[src/rtl/inst_fetch_queue.sv]
`default_nettype none
// ============================================================================
// Module   : inst_fetch_queue
// Brief    : Paired-word instruction fetch FIFO with request/drop FSM.
// Revision : 1.0 - initial release
// ============================================================================
module inst_fetch_queue #(
  parameter int DEPTH = 4
) (
  input  logic        clk,
  input  logic        rst_n,
  input  logic [31:0] pcF1,
  input  logic [31:0] pcF2,
  input  logic        flush,
  output logic        stall,
  output logic        imem_req,
  output logic [31:0] imem_addr,
  input  logic        imem_rvalid,
  input  logic [63:0] imem_rdata,
  output logic        dec_valid,
  input  logic        dec_ready,
  output logic [31:0] dec_pc,
  output logic [31:0] dec_inst1,
  output logic [31:0] dec_inst2
);

  localparam int               c_AW   = $clog2(DEPTH);
  localparam logic [c_AW:0]    c_FULL = (c_AW + 1)'(DEPTH);
  localparam logic [1:0]       c_IDLE = 2'd0;
  localparam logic [1:0]       c_WAIT = 2'd1;
  localparam logic [1:0]       c_DROP = 2'd2;

  logic [1:0]      r_state;
  logic [1:0]      w_state_nxt;
  logic            r_req;
  logic [31:0]     r_addr;
  logic [c_AW:0]   r_count;
  logic [c_AW-1:0] r_head;
  logic [c_AW-1:0] r_tail;
  logic [31:0]     r_pc_mem    [DEPTH];
  logic [31:0]     r_inst1_mem [DEPTH];
  logic [31:0]     r_inst2_mem [DEPTH];
  logic            w_issue;
  logic            w_push;
  logic            w_pop;
  logic            w_unused;

  // The memory returns both words of the pair itself, so PC+4 is not needed.
  assign w_unused = ^pcF2;

  assign w_issue = (r_state == c_IDLE) && !flush && (r_count < c_FULL);
  assign w_push  = (r_state == c_WAIT) && imem_rvalid && !flush;
  assign w_pop   = (r_count != '0) && dec_ready && !flush;

  always_comb begin
    w_state_nxt = r_state;
    case (r_state)
      c_IDLE: if (w_issue) w_state_nxt = c_WAIT;
      c_WAIT: begin
        if (imem_rvalid)  w_state_nxt = c_IDLE;
        else if (flush)   w_state_nxt = c_DROP;
      end
      c_DROP: if (imem_rvalid) w_state_nxt = c_IDLE;
      default: w_state_nxt = c_IDLE;
    endcase
  end

  always_ff @(posedge clk or negedge rst_n) begin
    if (!rst_n) begin
      r_state <= c_IDLE;
      r_req   <= 1'b0;
      r_addr  <= '0;
    end else begin
      r_state <= w_state_nxt;
      r_req   <= (w_state_nxt != c_IDLE);
      if (w_issue) r_addr <= pcF1;
    end
  end

  always_ff @(posedge clk or negedge rst_n) begin
    if (!rst_n) begin
      r_count <= '0;
      r_head  <= '0;
      r_tail  <= '0;
    end else if (flush) begin
      r_count <= '0;
      r_head  <= '0;
      r_tail  <= '0;
    end else begin
      if (w_push) r_tail <= r_tail + 1'b1;
      if (w_pop)  r_head <= r_head + 1'b1;
      case ({w_push, w_pop})
        2'b10:   r_count <= r_count + 1'b1;
        2'b01:   r_count <= r_count - 1'b1;
        default: r_count <= r_count;
      endcase
    end
  end

  // Storage is left uninitialised; dec_valid gates its use.
  always_ff @(posedge clk) begin
    if (w_push) begin
      r_pc_mem[r_tail]    <= r_addr;
      r_inst1_mem[r_tail] <= imem_rdata[31:0];
      r_inst2_mem[r_tail] <= imem_rdata[63:32];
    end
  end

  assign stall     = !(flush || ((r_state == c_WAIT) && imem_rvalid));
  assign imem_req  = r_req;
  assign imem_addr = r_addr;
  assign dec_valid = (r_count != '0);
  assign dec_pc    = r_pc_mem[r_head];
  assign dec_inst1 = r_inst1_mem[r_head];
  assign dec_inst2 = r_inst2_mem[r_head];

endmodule
`default_nettype wire

[config.mk]
export PLATFORM = sky130hd
export DESIGN_NAME = inst_fetch_queue
export DESIGN_NICKNAME = d
export VERILOG_FILES = /design/src/rtl/inst_fetch_queue.sv
export SDC_FILE = /design/constraint.sdc
export NUM_CORES = 1
export LEC_CHECK = 0
export ABC_AREA = 1
export BUFFER_PORTS_ARGS = -buffer_cell sky130_fd_sc_hd__buf_2
export CORE_MARGIN = 2
export CORE_UTILIZATION = 50
export DETAILED_ROUTE_END_ITERATION = 12
export PLACE_DENSITY = 0.72
export SYNTH_ARGS = -nofsm -noshare
export SYNTH_HDL_FRONTEND = slang
export SYNTH_SLANG_ARGS = --single-unit
[constraint.sdc]
create_clock -name clk -period 11.5 [get_ports clk]
set_clock_uncertainty 0.1 [all_clocks]
set_input_delay 1.725 -clock clk [delete_from_list [all_inputs] [get_ports clk]]
set_output_delay 1.725 -clock clk [all_outputs]
set_load 0.005 [all_outputs]
======== Word level (Yosys, flattened, before mapping) ========
Memory sizes are Yosys's and may differ from the RTL's.
Cells that the tools add are included.
operators by class
  equality and inequality tests ........... 4
  $lt $le $gt $ge ......................... 1
  div/mod/pow operators ................... 0
  bitwise gates (word level) .............. 0
  add/subtract/negate cells ............... 4
  shifts and indexed selects .............. 0
  multiply operators ...................... 0
  multiplexer cells ....................... 13
  reductions and logical operators ........ 15
operators with widths
  operator               number
  $mux W2                8
  $logic_and A1 B1 Y1    6
  $pmux W2 S3            1
  $pmux W3 S2            1
  $reduce_bool A2 Y1     3
  $reduce_bool A3 Y1     2
  $add A2 B1 Y2 const B  2
  $eq A2 B1 Y1 const B   2
  $eq A2 B2 Y1 const B   2
  $add A3 B1 Y3 const B  1
  $lt A3 B3 Y1 const B   1
  $mux W3                1
  $sub A3 B1 Y3 const B  1
  $logic_not A1 Y1       2
  $logic_not A2 Y1       1
  $mux W1                2
  $logic_or A1 B1 Y1     1
storage, ports and cells
  bits in read-only memories .............. 0
  latch bits .............................. 0
  output and inout port bits .............. 131
  RAM bits ................................ 384
  logic and storage cells ................. 46
  memories ................................ 3
  bits in registers ....................... 42
  input port bits ......................... 133
memory list
  memory       words  width  read ports  clocked after memory_dff  wr ports  RTL line  RTL
  r_inst1_mem  4      32     1           0                         1         41        logic [31:0] r_inst1_mem [DEPTH];
  r_inst2_mem  4      32     1           0                         1         42        logic [31:0] r_inst2_mem [DEPTH];
  r_pc_mem     4      32     1           0                         1         40        logic [31:0] r_pc_mem [DEPTH];

======== Longest topological paths before layout ========
Gate-level depths: netlist of the first run.
  depth in word-level cells ............... 6
  gate-level depth with buffers ........... 10
  mapped depth without buffers ............ 10

======== Least setup slack after synthesis of the first run ========
No wires, ideal clock.
  kind .................................... input to register
  from .................................... input port flush
  to ...................................... memory r_inst1_mem[0][0] (enable)
  setup time .............................. 0.552 ns
  path buffers ............................ 0
  arrival time ............................ 5.985 ns
  stages on the path ...................... 3
  path slack .............................. 4.864 ns
  data required time ...................... 10.848 ns
  cells stage by stage .................... inv_2 nand3_2 nor2_1
between the ends
  word-level cells in the longest chain between the ends .. 4
ends and longest elaborated chain
  what                           RTL line  RTL
  start: declaration             14        input logic flush,
  $logic_not A1 Y1               52        assign w_push = (r_state == c_WAIT) && imem_rvalid && !flush;
  $logic_and A1 B1 Y1            52
  $mux W1                        102       if (w_push) begin
  $mux W1 (not written as such)  104       r_inst1_mem[r_tail] <= imem_rdata[31:0];
  end: declaration               41
Every way passes these cells.

======== Final worst setup path of the first run ========
  from .................................... register r_head[0]
  to ...................................... output port dec_inst2[12]
between the ends
  word-level cells in the longest chain between the ends .. 1
ends and longest elaborated chain
  what                      RTL line  RTL
  start: declaration        38        logic [c_AW-1:0] r_head;
  start signal: assignment  91        if (w_pop) r_head <= r_head + 1'b1;
  $mem_v2 Z4 W32            n/a
  end: declaration          24        output logic [31:0] dec_inst2
Every way passes these cells.

==> results.sh, run 1 <==
export IMPL_nFillCells=2351
export IMPL_setup_tns_final_ns=0
export IMPL_cts_resized=0
export IMPL_power_static_leakage_uw=0.006848
export IMPL_worstPathMaxFanout=112
export IMPL_p_int_uw=3040
export IMPL_hold_buffers=0
export IMPL_final_nets=1434
export IMPL_critPathKind="flop to output port"
export IMPL_grt_overflow_total=0
export IMPL_p_sw_frac=0.2746
export IMPL_start_util=0.5087
export IMPL_grt_util_all_layers=0.1913
export IMPL_final_area_mm2=0.01889
export IMPL_powerDensity_mw_per_mm2=221.8
export IMPL_avgSynthCellArea_um2=15.01
export IMPL_p_sw_uw=1151
export IMPL_syn_inst=1072
export IMPL_ys_ff_latch=426
export IMPL_cts_tree="yes"
export IMPL_finalHoldViolCount=0
export IMPL_place_ws_ns=6.656
export IMPL_pwr_share_clk=0.319
export IMPL_setup_slack_ns=6.110
export IMPL_fin_crit_ns=5.390
export IMPL_drv_slew=0
export IMPL_mostFrequentLayoutCell="edfxtp_1"
export IMPL_ys_seq_area_frac=0.7818
export IMPL_area_growth_pct=17.40
export IMPL_die_y_um=183.4
export IMPL_cts_path_max_buffers=3
export IMPL_p_seq_frac=0.484
export IMPL_antenna_found_initial=3
export IMPL_dp_hpwl_mm=17.35
export IMPL_io_buffers=231
export IMPL_cts_sinks=426
export IMPL_pwr_share_comb=0.198
export IMPL_r2r_cells=5
export IMPL_clkTransAtPathRegs_ns=0.06
export IMPL_setup_violations=0
export IMPL_finalWeightedCongestion=0.7416
export IMPL_yosysUniqueCellTypes=28
export IMPL_die_w_um=183.4
export IMPL_finalWirelength_mm=32.67
export IMPL_htreeDepth=2
export IMPL_ant_nets=0
export IMPL_grt_max_degree=113
export IMPL_rows=65
export IMPL_hold_class="flop to flop"
export IMPL_worst_hold_path_num_cells=2
export IMPL_grt_pass1_vias=9366
export IMPL_drive_above_1_share=0.2649
export IMPL_cts_buffers=43
export IMPL_synth_nets=1210
export IMPL_clk_latency_ns=0.52
export IMPL_cts_root_buf="clkbuf_16"
export IMPL_worstSetupEndpointType="output port"
export IMPL_mostFrequentLayoutCells="edfxtp_1 (384), buf_2 (231), nor2_1 (197), o21ai_0 (176), o22ai_1 (96)"
export IMPL_outcome="complete, no violations"
export IMPL_io_pins=264
export IMPL_ys_warn_count=0
export IMPL_drt_wirelength_per_cell_um=18.84
export IMPL_drv_cap=0
export IMPL_drc=0
export IMPL_post_cts_setup_buffers=0
export IMPL_arrival_ns=3.56
export IMPL_drt_iter0_markers=697
export IMPL_tightest_slew_ns=1.122
export IMPL_maxSlewHeadroom=0.2517
export IMPL_critPathLaunchType="flop"
export IMPL_netlist_area_mm2=0.01609
export IMPL_grt_pass1_wl_mm=49.88
export IMPL_first_pass_iters=7
export IMPL_max_vdd_ir_drop_v=0.0001613
export IMPL_cp_required_ns=9.68
export IMPL_die_area_mm2=0.03364
export IMPL_max_freq_mhz=185.5
export IMPL_multi_input_area_mm2=0.003092
export IMPL_viasPerCell=5.463
export IMPL_vias=9472
export IMPL_place_area_mm2=0.01750
export IMPL_min_period_over_period=0.4687
export IMPL_coreArea_mm2=0.03164
export IMPL_rsz0062_at_grt="no"
export IMPL_seq_area_mm2=0.01259
through the flow:
stage | utilization | total power (µW) | hold WS [ns] | std cells
final | 0.5972 | 4190 | 0.4338 | 1734
after CTS | 0.5970 | 4234 | 0.4363 | 1731
after detailed placement | 0.5531 | 2897 | 0.4143 | 1653
after global placement | 0.5531 | 2869 | 0.4108 | 1653
after floorplan | - | 2545 | 0.3890 | 1072
after global routing | 0.5970 | 4393 | 0.4525 | 1732
critical path, stage by stage, from the launching register on:
cell	delay [ns]
dfrtp_4	0.82
inv_6	0.71
buf_4	0.77
o21ai_0	0.16
o22ai_1	0.20
buf_2	0.15
routing by layer:
| metal | vias to the layer above | track usage | routed length (µm) |
|---|---|---|---|
| met3 | 56 | 0.04349 | 2312 |
| met1 | 4624 | 0.2529 | 13790 |
| met5 | - | 0 | 0 |
| li1 | 4477 | - | - |
| met2 | 315 | 0.3176 | 15850 |
| met4 | 0 | 0.05984 | 715 |
final timing paths:
check / endpoint / start / slack [ns]
worst max-delay path: dec_inst2[12] / r_head[0] / 6.11
worst min-delay path: r_count[2] / r_count[2] / 0.43
worst max register to register: r_head[1] / r_head[0] / 8.86
worst min register to register: r_count[2] / r_count[2] / 0.43
max in group asynchronous: r_head[1] / rst_n / 9.67
min in group asynchronous: imem_addr[19] / rst_n / 1.18
kinds of logic (layout without fill, tap and decap cells):
| family | after synthesis | after routing | share of synthesized area |
|---|---|---|---|
| AOI/OAI and AO/OA | 296 | 296 | 0.09952 |
| xor gates and xnor gates | 1 | 1 | 0.0005443 |
| adders and majority gates | 5 | 5 | 0.004354 |
| buffers and inverters | 80 | 337 | 0.02791 |
| DFF | 426 | 426 | 0.7818 |
| muxes | 32 | 32 | 0.02916 |
| other | 0 | 3 | 0 |
| and+or+nand+nor | 232 | 232 | 0.05668 |
flip-flops by register name (all words and copies together) (netlist names):
signal / flops
imem_addr: 32
imem_req: 1
r_count: 3
r_head: 2
r_inst1_mem: 128
r_inst2_mem: 128
r_pc_mem: 128
r_state: 2
r_tail: 2
cell usage after synthesis:
cell type	instances	area, µm²
a21oi_1	4	20.02
buf_2	23	115.1
buf_4	3	22.52
buf_6	13	146.4
buf_8	1	15.01
clkbuf_1	25	93.84
dfrtp_1	42	1051
edfxtp_1	384	11530
fa_1	1	20.02
ha_1	4	50.05
inv_1	12	45.04
inv_2	3	11.26
mux2_2	3	33.78
mux2_4	29	435.4
nand2_1	21	78.83
nand3_1	3	15.01
nand3_2	1	10.01
nand3_4	1	17.52
nand3b_1	1	7.510
nor2_1	201	754.5
nor2_2	1	6.260
nor2_4	1	11.26
nor3_1	1	5.000
o21ai_0	176	880.8
o21ai_1	20	100.1
o22ai_1	96	600.6
or2_1	1	6.260
xor2_1	1	8.760
final cells by class:
type	instances	share of cell area
Sequential cell	426	0.6664
Multi-Input combinational cell	566	0.1636
Timing Repair Buffer	244	0.06636
Clock buffer	59	0.06503
Tap cell	402	0.02662
Clock inverter	19	0.008344
Inverter	15	0.003245
Antenna cell	3	0.0003974
power groups by stage:
stage          Combinational (µW)  Clock (µW)  Sequential, µW
2_1_floorplan                 535           0            2010
3_3_place_gp                  820           0            2050
3_5_place_dp                  839           0            2060
4_1_cts                       843        1360            2030
5_1_grt                       920        1420            2050
6_report                      828        1340            2030
No activity file was read; power rests on OpenSTA's default activity.
==> run 2: changes to the inputs <==
Clock period 11.5 ns to 5.6 ns, I/O delays scaled along.
==> results.sh, run 2 (synthesis results as in run 1) <==
export IMPL_pwr_share_clk=0.322
export IMPL_drc=0
export IMPL_clk_latency_ns=0.52
export IMPL_rows=65
export IMPL_outcome="complete, no violations"
export IMPL_finalWirelength_mm=32.98
export IMPL_die_area_mm2=0.03364
export IMPL_cts_buffers=43
export IMPL_p_seq_frac=0.476
export IMPL_place_inst=1658
export IMPL_path_buf_inv=3
export IMPL_die_y_um=183.4
export IMPL_crit_family="buffers and inverters"
export IMPL_setup_violations=0
export IMPL_drt_iter0_markers=698
export IMPL_area_growth_pct=17.78
export IMPL_slowest_delay_ns=0.67
export IMPL_critPathLaunchType="flop"
export IMPL_finalHoldViolCount=0
export IMPL_die_w_um=183.4
export IMPL_hold_class="input pin to async pin"
export IMPL_drv_slew=0
export IMPL_crit_chain="inv_6 > buf_4 > o21ai_0 > o22ai_1 > buf_2"
export IMPL_worstPathMaxFanout=123
export IMPL_p_sw_frac=0.2754
export IMPL_grt_pass1_vias=9569
export IMPL_rsz0062_at_grt="no"
export IMPL_tightest_slew_ns=1.095
export IMPL_fin_crit_ns=3.812
export IMPL_ant_nets=0
export IMPL_drv_cap=0
export IMPL_dp_hpwl_mm=18.10
export IMPL_finalWeightedCongestion=0.7410
export IMPL_top_regs="r_inst1_mem (128), r_inst2_mem (128), r_pc_mem (128)"
export IMPL_worstSetupEndpointType="output port"
export IMPL_max_freq_mhz=262.3
export IMPL_cts_path_max_buffers=3
export IMPL_p_sw_uw=2384
export IMPL_p_int_uw=6272
export IMPL_io_pins=264
export IMPL_viasPerCell=5.477
export IMPL_grt_util_all_layers=0.1965
export IMPL_clkTransAtPathRegs_ns=0.06
export IMPL_arrival_ns=2.87
export IMPL_critPathKind="flop to output port"
export IMPL_first_pass_iters=5
export IMPL_htreeDepth=2
export IMPL_mostFrequentLayoutCells="edfxtp_1 (384), buf_2 (231), nor2_1 (197), o21ai_0 (176), o22ai_1 (96)"
export IMPL_min_period_over_period=0.6807
export IMPL_cts_tree="yes"
export IMPL_grt_overflow_total=0
export IMPL_grt_max_degree=124
export IMPL_final_nets=1439
export IMPL_fin_hold_ws_ns=0.2988
export IMPL_maxSlewHeadroom=0.2698
export IMPL_cts_root_buf="clkbuf_16"
export IMPL_max_vdd_ir_drop_v=0.0003317
export IMPL_hold_buffers=0
export IMPL_grt_pass1_wl_mm=51.23
export IMPL_post_cts_setup_buffers=0
export IMPL_drt_wirelength_per_cell_um=18.99
export IMPL_io_buffers=231
export IMPL_antenna_found_initial=1
export IMPL_cp_required_ns=4.66
export IMPL_pwr_share_comb=0.203
export IMPL_start_util=0.5087
export IMPL_powerDensity_mw_per_mm2=456.7
export IMPL_mostFrequentLayoutCell="edfxtp_1"
export IMPL_drive_above_1_share=0.2676
export IMPL_cts_resized=0
export IMPL_coreArea_mm2=0.03164
export IMPL_critPathSlowestCell="inv_6"
export IMPL_stdcell_count=1737
export IMPL_power_static_leakage_uw=0.006886
export IMPL_cts_sinks=426
export IMPL_vias=9514
==> run 2: worst paths after layout <==
| path | endpoint | cells past startpoint | startpoint | slack [ns] |
|---|---|---|---|---|
| setup / recovery | dec_inst2[31] | 5 | r_head[0] | 1.79 |
| hold / removal | imem_addr[26] | 2 | rst_n | 0.30 |
| setup reg to reg | r_inst1_mem[3][6] | 5 | r_state[0] | 2.93 |
| hold reg to reg | r_pc_mem[1][7] | 0 | imem_addr[7] | 0.43 |
| max in group asynchronous | r_head[1] | 2 | rst_n | 4.66 |
| min in group clk | r_inst1_mem[2][24] | 1 | imem_rdata[24] | 0.42 |
==> run 2: routing by layer <==
metal | vias to the layer above | global-route usage | wire length [µm]
met5 | - | 0 | 0
met3 | 54 | 0.04647 | 2399
met2 | 310 | 0.3348 | 16430
li1 | 4468 | - | -
met4 | 0 | 0.06208 | 643
met1 | 4682 | 0.2507 | 13510
==> run 2: per-stage QoR <==
step	util	power, µW	worst slack, ns	TNS [ns]	cell area (µm²)
floorplan	-	5227	-0.1512	-58.04	16090
global placement	0.5547	5887	2.381	0	17550
detailed placement	0.5547	5948	2.344	0	17550
CTS	0.5991	8741	1.783	0	18950
global route	0.5991	9085	1.565	0	18950
finish	0.5991	8656	1.788	0	18950
==> run 2: area by class of cell <==
| type | instances | area (µm²) |
|---|---|---|
| fillers | 2386 | 12680 |
| well taps | 402 | 503.0 |
| flip-flops and latches | 426 | 12590 |
| diodes | 1 | 2.502 |
| clock inverters | 21 | 201.4 |
| multi-input cells | 566 | 3092 |
| inverters | 15 | 61.31 |
| clock buffers | 57 | 1201 |
| repair buffers | 249 | 1304 |
==> run 2: power groups by stage <==
| stage | sequential (µW) | clock (µW) | combinational, µW |
|---|---|---|---|
| after floorplan | 4130 | 0 | 1100 |
| after global placement | 4160 | 0 | 1730 |
| after detailed placement | 4180 | 0 | 1770 |
| after CTS | 4120 | 2840 | 1780 |
| after global routing | 4160 | 2960 | 1960 |
| final | 4120 | 2780 | 1750 |
==> run 2: worst reg2reg max path, cell delays in order (launching register included) <==
cell and delay, ns:
dfrtp_1 0.42, inv_1 0.08, nor2_2 0.13, nand3_2 0.24, nor2_4 0.88, buf_4 0.47
